$ cat src/rtl/i2s_rx.sv
// rtl/i2s_rx.sv - I2S receiver to AXI-stream beats; `I2S_RX_OVF_COUNT_EN adds ovf_count
module i2s_rx #(
    parameter int DW    = 24,
    parameter int DEPTH = 4,
    localparam int TIDW = 8
) (
    input  logic            clk,
    input  logic            rst,
    input  logic            sclk,
    input  logic            lrclk,
    input  logic            sdi,
    output logic [DW-1:0]   m_axis_tdata,
    output logic            m_axis_tvalid,
    input  logic            m_axis_tready,
    output logic [TIDW-1:0] m_axis_tid,
    output logic            ovf
`ifdef I2S_RX_OVF_COUNT_EN
    ,
    output logic [15:0]     ovf_count
`endif
);

    localparam int CW = $clog2(DW);
    localparam int PW = $clog2(DEPTH);
    localparam int NW = $clog2(DEPTH + 1);

    typedef enum logic [1:0] {
        ST_UNSYNC = 2'd0,
        ST_SHIFT  = 2'd1,
        ST_IDLE   = 2'd2
    } state_t;

    state_t          state_q, state_d;
    logic            sclk_prev_q, sclk_prev_d;
    logic            lrclk_prev_q, lrclk_prev_d;
    logic [CW-1:0]   cnt_q, cnt_d;
    logic [DW-1:0]   shift_q, shift_d;
    logic            chan_q, chan_d;
    logic [DW:0]     mem_q [DEPTH];
    logic [DW:0]     mem_d [DEPTH];
    logic [PW-1:0]   wr_ptr_q, wr_ptr_d;
    logic [PW-1:0]   rd_ptr_q, rd_ptr_d;
    logic [NW-1:0]   count_q, count_d;
    logic            ovf_q, ovf_d;

    logic            sclk_rise;
    logic            lr_edge;
    logic            push;
    logic            pop;
    logic            full;
    logic            wr_en;
    logic [DW:0]     push_word;

    // Serial front end: detect sclk rises, track slot boundaries and shift in bits.
    always_comb begin
        sclk_prev_d  = sclk;
        lrclk_prev_d = lrclk_prev_q;
        state_d      = state_q;
        cnt_d        = cnt_q;
        shift_d      = shift_q;
        chan_d       = chan_q;
        push         = 1'b0;
        push_word    = {chan_q, shift_q[DW-2:0], sdi};
        sclk_rise    = sclk & ~sclk_prev_q;
        lr_edge      = sclk_rise & (lrclk != lrclk_prev_q);
        if (sclk_rise) begin
            lrclk_prev_d = lrclk;
            // The DW-th bit may land on the next slot's transition edge (slot width == DW).
            if (state_q == ST_SHIFT && cnt_q == CW'(DW - 1)) begin
                push = 1'b1;
            end
            if (lr_edge) begin
                state_d = ST_SHIFT;
                cnt_d   = '0;
                shift_d = '0;
                chan_d  = lrclk;
            end else if (state_q == ST_SHIFT) begin
                shift_d = {shift_q[DW-2:0], sdi};
                if (push) begin
                    state_d = ST_IDLE;
                    cnt_d   = '0;
                end else begin
                    cnt_d = cnt_q + CW'(1);
                end
            end
        end
    end

    // Output FIFO: accept completed words, drop on full unless a pop frees a slot.
    always_comb begin
        mem_d    = mem_q;
        pop      = (count_q != '0) & m_axis_tready;
        full     = (count_q == NW'(DEPTH));
        wr_en    = push & (~full | pop);
        ovf_d    = push & full & ~pop;
        if (wr_en) begin
            mem_d[wr_ptr_q] = push_word;
        end
        wr_ptr_d = wr_en ? wr_ptr_q + PW'(1) : wr_ptr_q;
        rd_ptr_d = pop ? rd_ptr_q + PW'(1) : rd_ptr_q;
        count_d  = count_q + NW'(wr_en) - NW'(pop);
    end

    // State registers with synchronous active-low reset.
    always_ff @(posedge clk) begin
        if (!rst) begin
            state_q      <= ST_UNSYNC;
            sclk_prev_q  <= 1'b0;
            lrclk_prev_q <= 1'b0;
            cnt_q        <= '0;
            shift_q      <= '0;
            chan_q       <= 1'b0;
            for (int i = 0; i < DEPTH; i++) begin
                mem_q[i] <= '0;
            end
            wr_ptr_q     <= '0;
            rd_ptr_q     <= '0;
            count_q      <= '0;
            ovf_q        <= 1'b0;
        end else begin
            state_q      <= state_d;
            sclk_prev_q  <= sclk_prev_d;
            lrclk_prev_q <= lrclk_prev_d;
            cnt_q        <= cnt_d;
            shift_q      <= shift_d;
            chan_q       <= chan_d;
            mem_q        <= mem_d;
            wr_ptr_q     <= wr_ptr_d;
            rd_ptr_q     <= rd_ptr_d;
            count_q      <= count_d;
            ovf_q        <= ovf_d;
        end
    end

    assign m_axis_tvalid = (count_q != '0);
    assign m_axis_tdata  = mem_q[rd_ptr_q][DW-1:0];
    assign m_axis_tid    = {{(TIDW-1){1'b0}}, mem_q[rd_ptr_q][DW]};
    assign ovf           = ovf_q;

`ifdef I2S_RX_OVF_COUNT_EN
    logic [15:0] ovf_cnt_q, ovf_cnt_d;

    // Saturating count of dropped words.
    always_comb begin
        ovf_cnt_d = ovf_cnt_q;
        if (ovf_q && ovf_cnt_q != 16'hFFFF) begin
            ovf_cnt_d = ovf_cnt_q + 16'd1;
        end
    end

    // Drop counter register.
    always_ff @(posedge clk) begin
        if (!rst) begin
            ovf_cnt_q <= '0;
        end else begin
            ovf_cnt_q <= ovf_cnt_d;
        end
    end

    assign ovf_count = ovf_cnt_q;
`endif

endmodule

$ cat config.mk
export PLATFORM = sky130hd
export DESIGN_NAME = i2s_rx
export DESIGN_NICKNAME = d
export VERILOG_FILES = /design/src/rtl/i2s_rx.sv
export SDC_FILE = /design/constraint.sdc
export NUM_CORES = 1
export LEC_CHECK = 0
export ABC_CLOCK_PERIOD_IN_PS = 4600
export CORE_ASPECT_RATIO = 1.75
export CORE_UTILIZATION = 50
export DETAILED_ROUTE_END_ITERATION = 10
export PLACE_DENSITY = 0.74
export SYNTH_ARGS = -nofsm -noshare
export SYNTH_HDL_FRONTEND = slang
export SYNTH_SLANG_ARGS = --single-unit
$ cat constraint.sdc
create_clock -name clk -period 4.6 [get_ports clk]
set_clock_uncertainty 0.15 [all_clocks]
set_input_delay 0.69 -clock clk [delete_from_list [all_inputs] [get_ports clk]]
set_output_delay 0.69 -clock clk [all_outputs]
set_load 0.03 [all_outputs]
After elaboration in Yosys (flattened, before gate mapping)
Cells that the tools add are included.

Shifts and indexed selects: 0. Equality and inequality tests: 4. Add/sub/neg operators: 5. Magnitude comparators: 3. Reduce and logical (&&, ||, !) cells: 8. Divide/modulo/power cells: 0. Bitwise gates (word level): 12. $mul: 0. Multiplexer cells: 17.

Operator list (count): $bwmux W100 (1); $mux W25 (3); $bmux W25 S2 (1); $demux W25 S2 (1); $mux W23 (2); $mux W5 (3); $and A1 B1 Y1 (6); $ge A3 B3 Y1 const B (2); $mux W2 (3); $not A2 Y3 (2); $add A5 B1 Y5 const B (1); $eq A5 B5 Y1 const B (1); $add A2 B1 Y2 const B (2); $reduce_and A2 Y1 (2); $reduce_bool A2 Y1 (2); $add A3 B1 Y3 (1); $eq A3 B3 Y1 const B (1); $lt A3 B1 Y1 const B (1); $mux W1 (3); $not A1 Y1 (3); $reduce_and A3 Y1 (1); $reduce_bool A3 Y1 (1); $sub A3 B1 Y3 (1); $eq A2 B1 Y1 const B (1); 3 further kinds (4).

Bits in latches: 0. Bits of input ports: 6. Memories: 0. Logic and storage cells: 63. Flip-flop bits (word level): 141. Memory bits (read-only): 0. Memory bits (writable): 0.

Depth between registers and ports, before layout
Gate-level depths: netlist of run 1.

Word-level depth: 8. Depth in mapped cells: 11. Depth with buffers taken out: 11.

Least setup slack after synthesis of run 1
No wires, ideal clock.

Kind: in2reg. From: input sclk. To: register count_q[2]. Buffers on the path: 0. Data arrival time: 2.491 ns. Stages on the path: 10. Path slack: 1.845 ns. Cell sequence: nand4b_4 > nor3_1 > nand2b_1 > ha_1 > inv_1 > ha_1 > fa_1 > xnor2_1 > xnor2_1 > and2_1.

Longest elaborated chain between the ends: 5.

RTL lines: start: declaration (line 9) `input logic sclk,`; $and A1 B1 Y1 (line 64) `sclk_rise = sclk & ~sclk_prev_q;`; $mux W1 (line 66) `if (sclk_rise) begin`; $and A1 B1 Y1 (line 94) `wr_en = push & (~full | pop);`; $add A3 B1 Y3 (line 101) `count_d = count_q + NW'(wr_en) - NW'(pop);`; $sub A3 B1 Y3 (line 101); end signal: assignment (line 130) `count_q <= count_d;`; end: declaration (line 43) `logic [NW-1:0] count_q, count_d;`.

Every way passes these cells. A chain may end at the register's enable or synchronous reset.

Worst setup path after layout of run 1
From: register rd_ptr_q[0]. To: output m_axis_tdata[14].

Longest elaborated chain between the ends: 4.

RTL lines: start: declaration (line 42) `logic [PW-1:0] rd_ptr_q, rd_ptr_d;`; start signal: assignment (line 129) `rd_ptr_q <= rd_ptr_d;`; $not A2 Y3 (implied by the code) (line 136) `assign m_axis_tdata = mem_q[rd_ptr_q][DW-1:0];`; $bmux W25 S2 (line 136); $mux W25 (2 in a row); end: declaration (line 12) `output logic [DW-1:0] m_axis_tdata,`.

Every way passes these cells. The select of a mux whose other input is x is not followed.

==> impl_metrics.yaml, run 1 <==
clock_tree:
  cts_resized: 0
  h-tree-depth: 4
  clk_path_buf_depth: 2
  cts_setup_buffers: 0
  clk_pin_slew_ps: 60
  holdBufCountCts: 0
  cts_tree: "yes"
  clock-sinks: 141
  clock-root-buffer: "clkbuf_16"
  clk_latency_ps: 410
  cts_buffers: 17
floorplanning:
  start_util: 0.517
  ioPinCount: 40
  coreArea_um2: 11600
  die_w_um: 85.0
  dieArea_um2: 12500
  fp-row-count: 52
  die_y_um: 147
timing:
  finalHoldViolations: 0
  drv_slew: 0
  rsz0062_at_grt: "false"
  max_freq_mhz: 283
  tns_ps: 0
  fin_ws_ps: 1060
  relSlewSlack: 0.303
  min_period_over_period: 0.769
  tightestPinTransition_ps: 1050
  fin_crit_ps: 3540
  setup_viol: 0
place:
  dpl.hpwl_mm: 7.37
  place.port_buffers: 32
  placedInstanceArea_um2: 6350
  finalWeightedCongestion: 0.771
  place_ws_ps: 1020
min_path:
  min_path_cells: 2
  worstHoldStart: "mem_q[71]$_SDFFE_PN0P_"
  hold_class: "flop to flop"
  hold_end: "mem_q[71]$_SDFFE_PN0P_"
detailed_routing:
  first_iter_violations: 217
  ant_nets: 0
  totalWireLength_mm: 12.1
  num_vias: 4063
  vias_per_cell: 5.57
  drc: 2
  wire_per_inst_um: 16.5
  dr.pass1.iters: 9
critical_path:
  reg2reg_to: "count_q[2]$_SDFF_PN0_"
  arrival_ps: 2700
  reg2reg_slack_ps: 1660
  end_kind: "output pin"
  cp-start-kind: "flop"
  criticalPathCategory: "flop to output pin"
  worstPathMaxFanout: 16
  timing.rr.start: "cnt_q[0]$_SDFFE_PN0P_"
  cp.required_ps: 3760
  rr_worst_depth: 11
global_routing:
  grt_pass1_vias: 4263
  grt.total_usage: 0.207
  overflow: 0
  antenna_found_initial: 0
  grt_max_degree: 113
  grt_pass1_wl_mm: 20.1
layout:
  drive_gt1_frac: 0.118
  diodes: 0
  area_growth_pct: 15.3
  final_area_um2: 6940
  fill_cells: 968
  layout.nets: 596
pwr:
  vdd_ir_drop_max_uv: 303
  combPwrFrac: 0.085
  pwr-share-clk: 0.466
  switching_share: 0.240
  sequentialPowerShare: 0.448
  p_leak_nw: 2.89
  power.density_nw_per_um2: 422
  switchingPower_mw: 0.704
  intPower_mw: 2.23
synthesis:
  synth-seq-area-share: 0.469
  synth_cells: 565
  ys_types: 37
  yosysWarnings: 0
  synth.ff_latch_count: 141
  avgSynthCellArea_um2: 10.7
  syn-cell-area_um2: 6020
outcome:
  status: "finished with violations"
  violations: "DRC"
flow_run:
  max-cap-violations: 0
worst max-delay path, stage by stage, from the launching register on:
cell,delay [ps]
dfxtp_1,940
buf_4,370
mux4_2,360
clkdlybuf4s50_1,610
routing by layer:
layer / vias up / GRT usage / part of all wire
met3: 26 / 0.0466 / 0.029
met4: 0 / 0.108 / 0.026
li1: 1965 / - / -
met5: - / 0 / 0
met1: 2000 / 0.229 / 0.41
met2: 72 / 0.363 / 0.53
stage by stage:
step                      hold WS (ps)  power [mW]   util  std cells
after floorplan                    282        1.52      -        571
after global placement             289        1.58  0.545        698
after detailed placement           299        1.59  0.545        698
after CTS                          306        2.95  0.596        730
after global routing               319        3.02  0.596        730
final                              303        2.93  0.596        730
power by group through the flow:
stage	Combinational (mW)	Clock, mW	Sequential [mW]
6_report	0.250	1.37	1.31
2_1_floorplan	0.236	0	1.28
4_1_cts	0.251	1.39	1.32
3_3_place_gp	0.241	0	1.34
3_5_place_dp	0.250	0	1.34
5_1_grt	0.270	1.44	1.32
worst max path at each step:
stage                        startpoint               endpoint  slack [ps]
6_report       rd_ptr_q[0]$_SDFFE_PN0P_       m_axis_tdata[14]        1060
5_1_grt        rd_ptr_q[1]$_SDFFE_PN0P_       m_axis_tdata[23]         930
3_3_place_gp                       sclk  count_q[2]$_SDFF_PN0_        1150
2_1_floorplan                      sclk  count_q[2]$_SDFF_PN0_        1840
4_1_cts        rd_ptr_q[1]$_SDFFE_PN0P_       m_axis_tdata[22]        1000
3_5_place_dp                       sclk  count_q[2]$_SDFF_PN0_        1020
registers in the layout, summed over array words and instances (netlist names):
register and flops:
wr_ptr_q 2, mem_q 100, count_q 3, rd_ptr_q 2, state_q 2, shift_q 23
ovf 1, sclk_prev_q 1, cnt_q 5, chan_q 1, lrclk_prev_q 1
layout by cell type, fill, tap and decap left out, types with 6 or more instances in the layout:
cell type	netlist	layout
nor2b_1	25	25
mux4_2	25	25
conb_1	1	7
clkbuf_16	0	17
clkdlybuf4s50_1	0	31
mux2i_1	100	100
xnor2_1	6	6
and2_1	7	7
a21oi_1	7	7
nand2_1	133	133
ha_1	7	7
a22oi_1	23	23
dfxtp_1	141	140
logic make-up after synthesis:
logic type	after synthesis	synth area share
and+or+nand+nor	191	0.150
DFF	141	0.469
muxes	125	0.260
buffers and inverters	50	0.0451
AOI/OAI and AO/OA	41	0.0465
adders and majority gates	8	0.0179
xor gates and xnor gates	8	0.0116
other	1	0.000622
synthesized netlist by cell type, drive strengths merged:
library cell  count  area share
a2111o            1      0.0019
a21boi            3      0.0037
a21oi             7      0.0058
a22oi            23       0.029
and2              7      0.0073
and3              1      0.0010
buf              19       0.026
clkbuf           26       0.016
conb              1     0.00062
dfxtp           141        0.47
fa                1      0.0033
ha                7       0.015
inv               5      0.0031
mux2i           100        0.17
mux4             25       0.093
nand2           136       0.088
nand2b            5      0.0052
nand3             3      0.0025
nand3b            1      0.0012
nand4b            1      0.0039
nor2              4      0.0025
nor2b            25       0.026
nor3              4      0.0033
nor4              1      0.0035
nor4b             1      0.0025
nor4bb            1      0.0017
o21ai             6      0.0050
o31a              1      0.0015
or3               1      0.0010
xnor2             6      0.0087
xor2              2      0.0029
final cells by class:
| class | count | area [µm²] | share of cell area |
|---|---|---|---|
| Multi-Input combinational cell | 380 | 2970 | 0.428 |
| Inverter | 5 | 18.8 | 0.00270 |
| Tap cell | 135 | 169 | 0.0243 |
| Clock buffer | 20 | 447 | 0.0643 |
| Clock inverter | 12 | 145 | 0.0209 |
| Timing Repair Buffer | 37 | 368 | 0.0530 |
| Sequential cell | 141 | 2820 | 0.407 |
(Power assumes the default switching activity.)
==> run 2, diff against run 1 <==
ABC_CLOCK_PERIOD_IN_PS = 3600   (was 4600)
clock period = 3.6 ns   (was 4.6 ns; I/O delays follow)
==> run 2 against run 1 <==
The flow still finishes with violations (DRC). Highest routed layer unchanged. Global-route usage down 0.067 points. Final cell count is 0.82% higher. First-iteration DRC count decreased by 4.1%. Hold slack worse by 0.79 ps. Critical path type unchanged. Critical path depth stayed put. Sequential share of layout area fell by 0.58 points. Clock power rose by 35%. Non-clock buffer count is 6 higher. Utilization is 0.86 points higher.
==> impl_metrics.yaml, run 2 (same netlist as run 1, synthesis figures left out) <==
place:
  finalWeightedCongestion: 0.796
  place.port_buffers: 32
  dpl.hpwl_mm: 7.67
  placedCellCount: 704
detailed_routing:
  num_vias: 4075
  wire_per_inst_um: 16.3
  first_iter_violations: 208
  drc: 2
  totalWireLength_mm: 12.0
  dr.pass1.iters: 10
  ant_nets: 0
  vias_per_cell: 5.54
pwr:
  p_leak_nw: 2.95
  power.density_nw_per_um2: 549
  p_total_mw: 3.86
  vdd_ir_drop_max_uv: 418
min_path:
  worstHoldStart: "mem_q[50]$_SDFFE_PN0P_"
  min_path_cells: 2
  hold_class: "flop to flop"
  hold_end: "mem_q[50]$_SDFFE_PN0P_"
critical_path:
  rr_worst_depth: 11
  cp-start-kind: "flop"
  timing.rr.start: "cnt_q[0]$_SDFFE_PN0P_"
  reg2reg_to: "count_q[2]$_SDFF_PN0_"
  end_kind: "output pin"
  reg2reg_slack_ps: 920
  arrival_ps: 2420
  cp.required_ps: 2910
  criticalPathCategory: "flop to output pin"
  worstPathMaxFanout: 11
clock_tree:
  holdBufCountCts: 0
  clock-sinks: 141
  clk_latency_ps: 410
  clock-root-buffer: "clkbuf_16"
  cts_tree: "yes"
  cts_setup_buffers: 0
  cts_resized: 0
  clk_path_buf_depth: 2
  cts_buffers: 17
  clk_pin_slew_ps: 60
  h-tree-depth: 4
timing:
  tns_ps: 0
  finalHoldViolations: 0
  max_freq_mhz: 322
  relSlewSlack: 0.536
  setup_viol: 0
  rsz0062_at_grt: "false"
  min_period_over_period: 0.863
  fin_crit_ps: 3110
  drv_slew: 0
  tightestPinTransition_ps: 696
global_routing:
  grt_pass1_vias: 4223
  grt_max_degree: 76
  overflow: 0
  grt_pass1_wl_mm: 20.0
  grt.total_usage: 0.206
  antenna_found_initial: 0
layout:
  drive_gt1_frac: 0.128
  layout.nets: 602
  top_register: "mem_q"
  mostFrequentLayoutCell: "dfxtp_1"
  reg.largest.list: "mem_q: 100 flops, shift_q: 23 flops, cnt_q: 5 flops"
  area_growth_pct: 16.9
  largest_reg_flops: 100
  layout_common_cells: "140 x dfxtp_1, 133 x nand2_1, 100 x mux2i_1"
  final_cell_count_no_fill: 736
  diodes: 0
floorplanning:
  ioPinCount: 40
  coreArea_um2: 11600
  dieArea_um2: 12500
  fp-row-count: 52
  start_util: 0.517
  die_w_um: 85.0
  die_y_um: 147
outcome:
  violations: "DRC"
  status: "finished with violations"
flow_run:
  max-cap-violations: 0
run 2: cell type report:
cell class | instances | area (µm²)
Tap cell | 135 | 169
Clock inverter | 11 | 164
Clock buffer | 21 | 470
Inverter | 5 | 18.8
Fill cell | 937 | 4600
Sequential cell | 141 | 2820
Timing Repair Buffer | 43 | 425
Multi-Input combinational cell | 380 | 2970
run 2: layer usage:
metal  GRT usage  part of all wire  vias to the layer above
li1            -                 -                     1976
met1       0.230              0.41                     2006
met2       0.365              0.54                       70
met3      0.0466             0.027                       23
met4       0.100             0.026                        0
met5           0                 0                        -
run 2: critical path: stages (launching register included):
cell	delay, ps
dfxtp_2	610
buf_4	260
mux4_2	520
clkdlybuf4s50_1	610
run 2: worst max-delay path by stage:
| stage | startpoint | endpoint | slack [ps] | depth (start not counted) |
|---|---|---|---|---|
| 2_1_floorplan | cnt_q[0]$_SDFFE_PN0P_ | count_q[2]$_SDFF_PN0_ | 950 | 11 |
| 3_3_place_gp | sclk | count_q[2]$_SDFF_PN0_ | 470 | 11 |
| 3_5_place_dp | sclk | count_q[2]$_SDFF_PN0_ | 390 | 11 |
| 4_1_cts | rd_ptr_q[1]$_SDFFE_PN0P_ | m_axis_tdata[19] | 430 | 3 |
| 5_1_grt | rd_ptr_q[1]$_SDFFE_PN0P_ | m_axis_tdata[19] | 400 | 3 |
| 6_report | rd_ptr_q[1]$_SDFFE_PN0P_ | m_axis_tdata[19] | 490 | 3 |
run 2: power breakdown:
group	switching (mW)	leakage, nW	internal (mW)
clock	0.638	0.309	1.21
combinational	0.208	1.50	0.172
sequential	0.0471	1.14	1.59
total	0.894	2.95	2.97
run 2: stage by stage:
| stage | instance area, µm² | utilization | worst slack, ps | hold slack, ps |
|---|---|---|---|---|
| after floorplan | 6050 | - | 952 | 282 |
| after global placement | 6410 | 0.550 | 470 | 289 |
| after detailed placement | 6410 | 0.550 | 390 | 296 |
| after CTS | 7040 | 0.605 | 435 | 304 |
| after global routing | 7040 | 0.605 | 399 | 329 |
| final | 7040 | 0.605 | 493 | 303 |
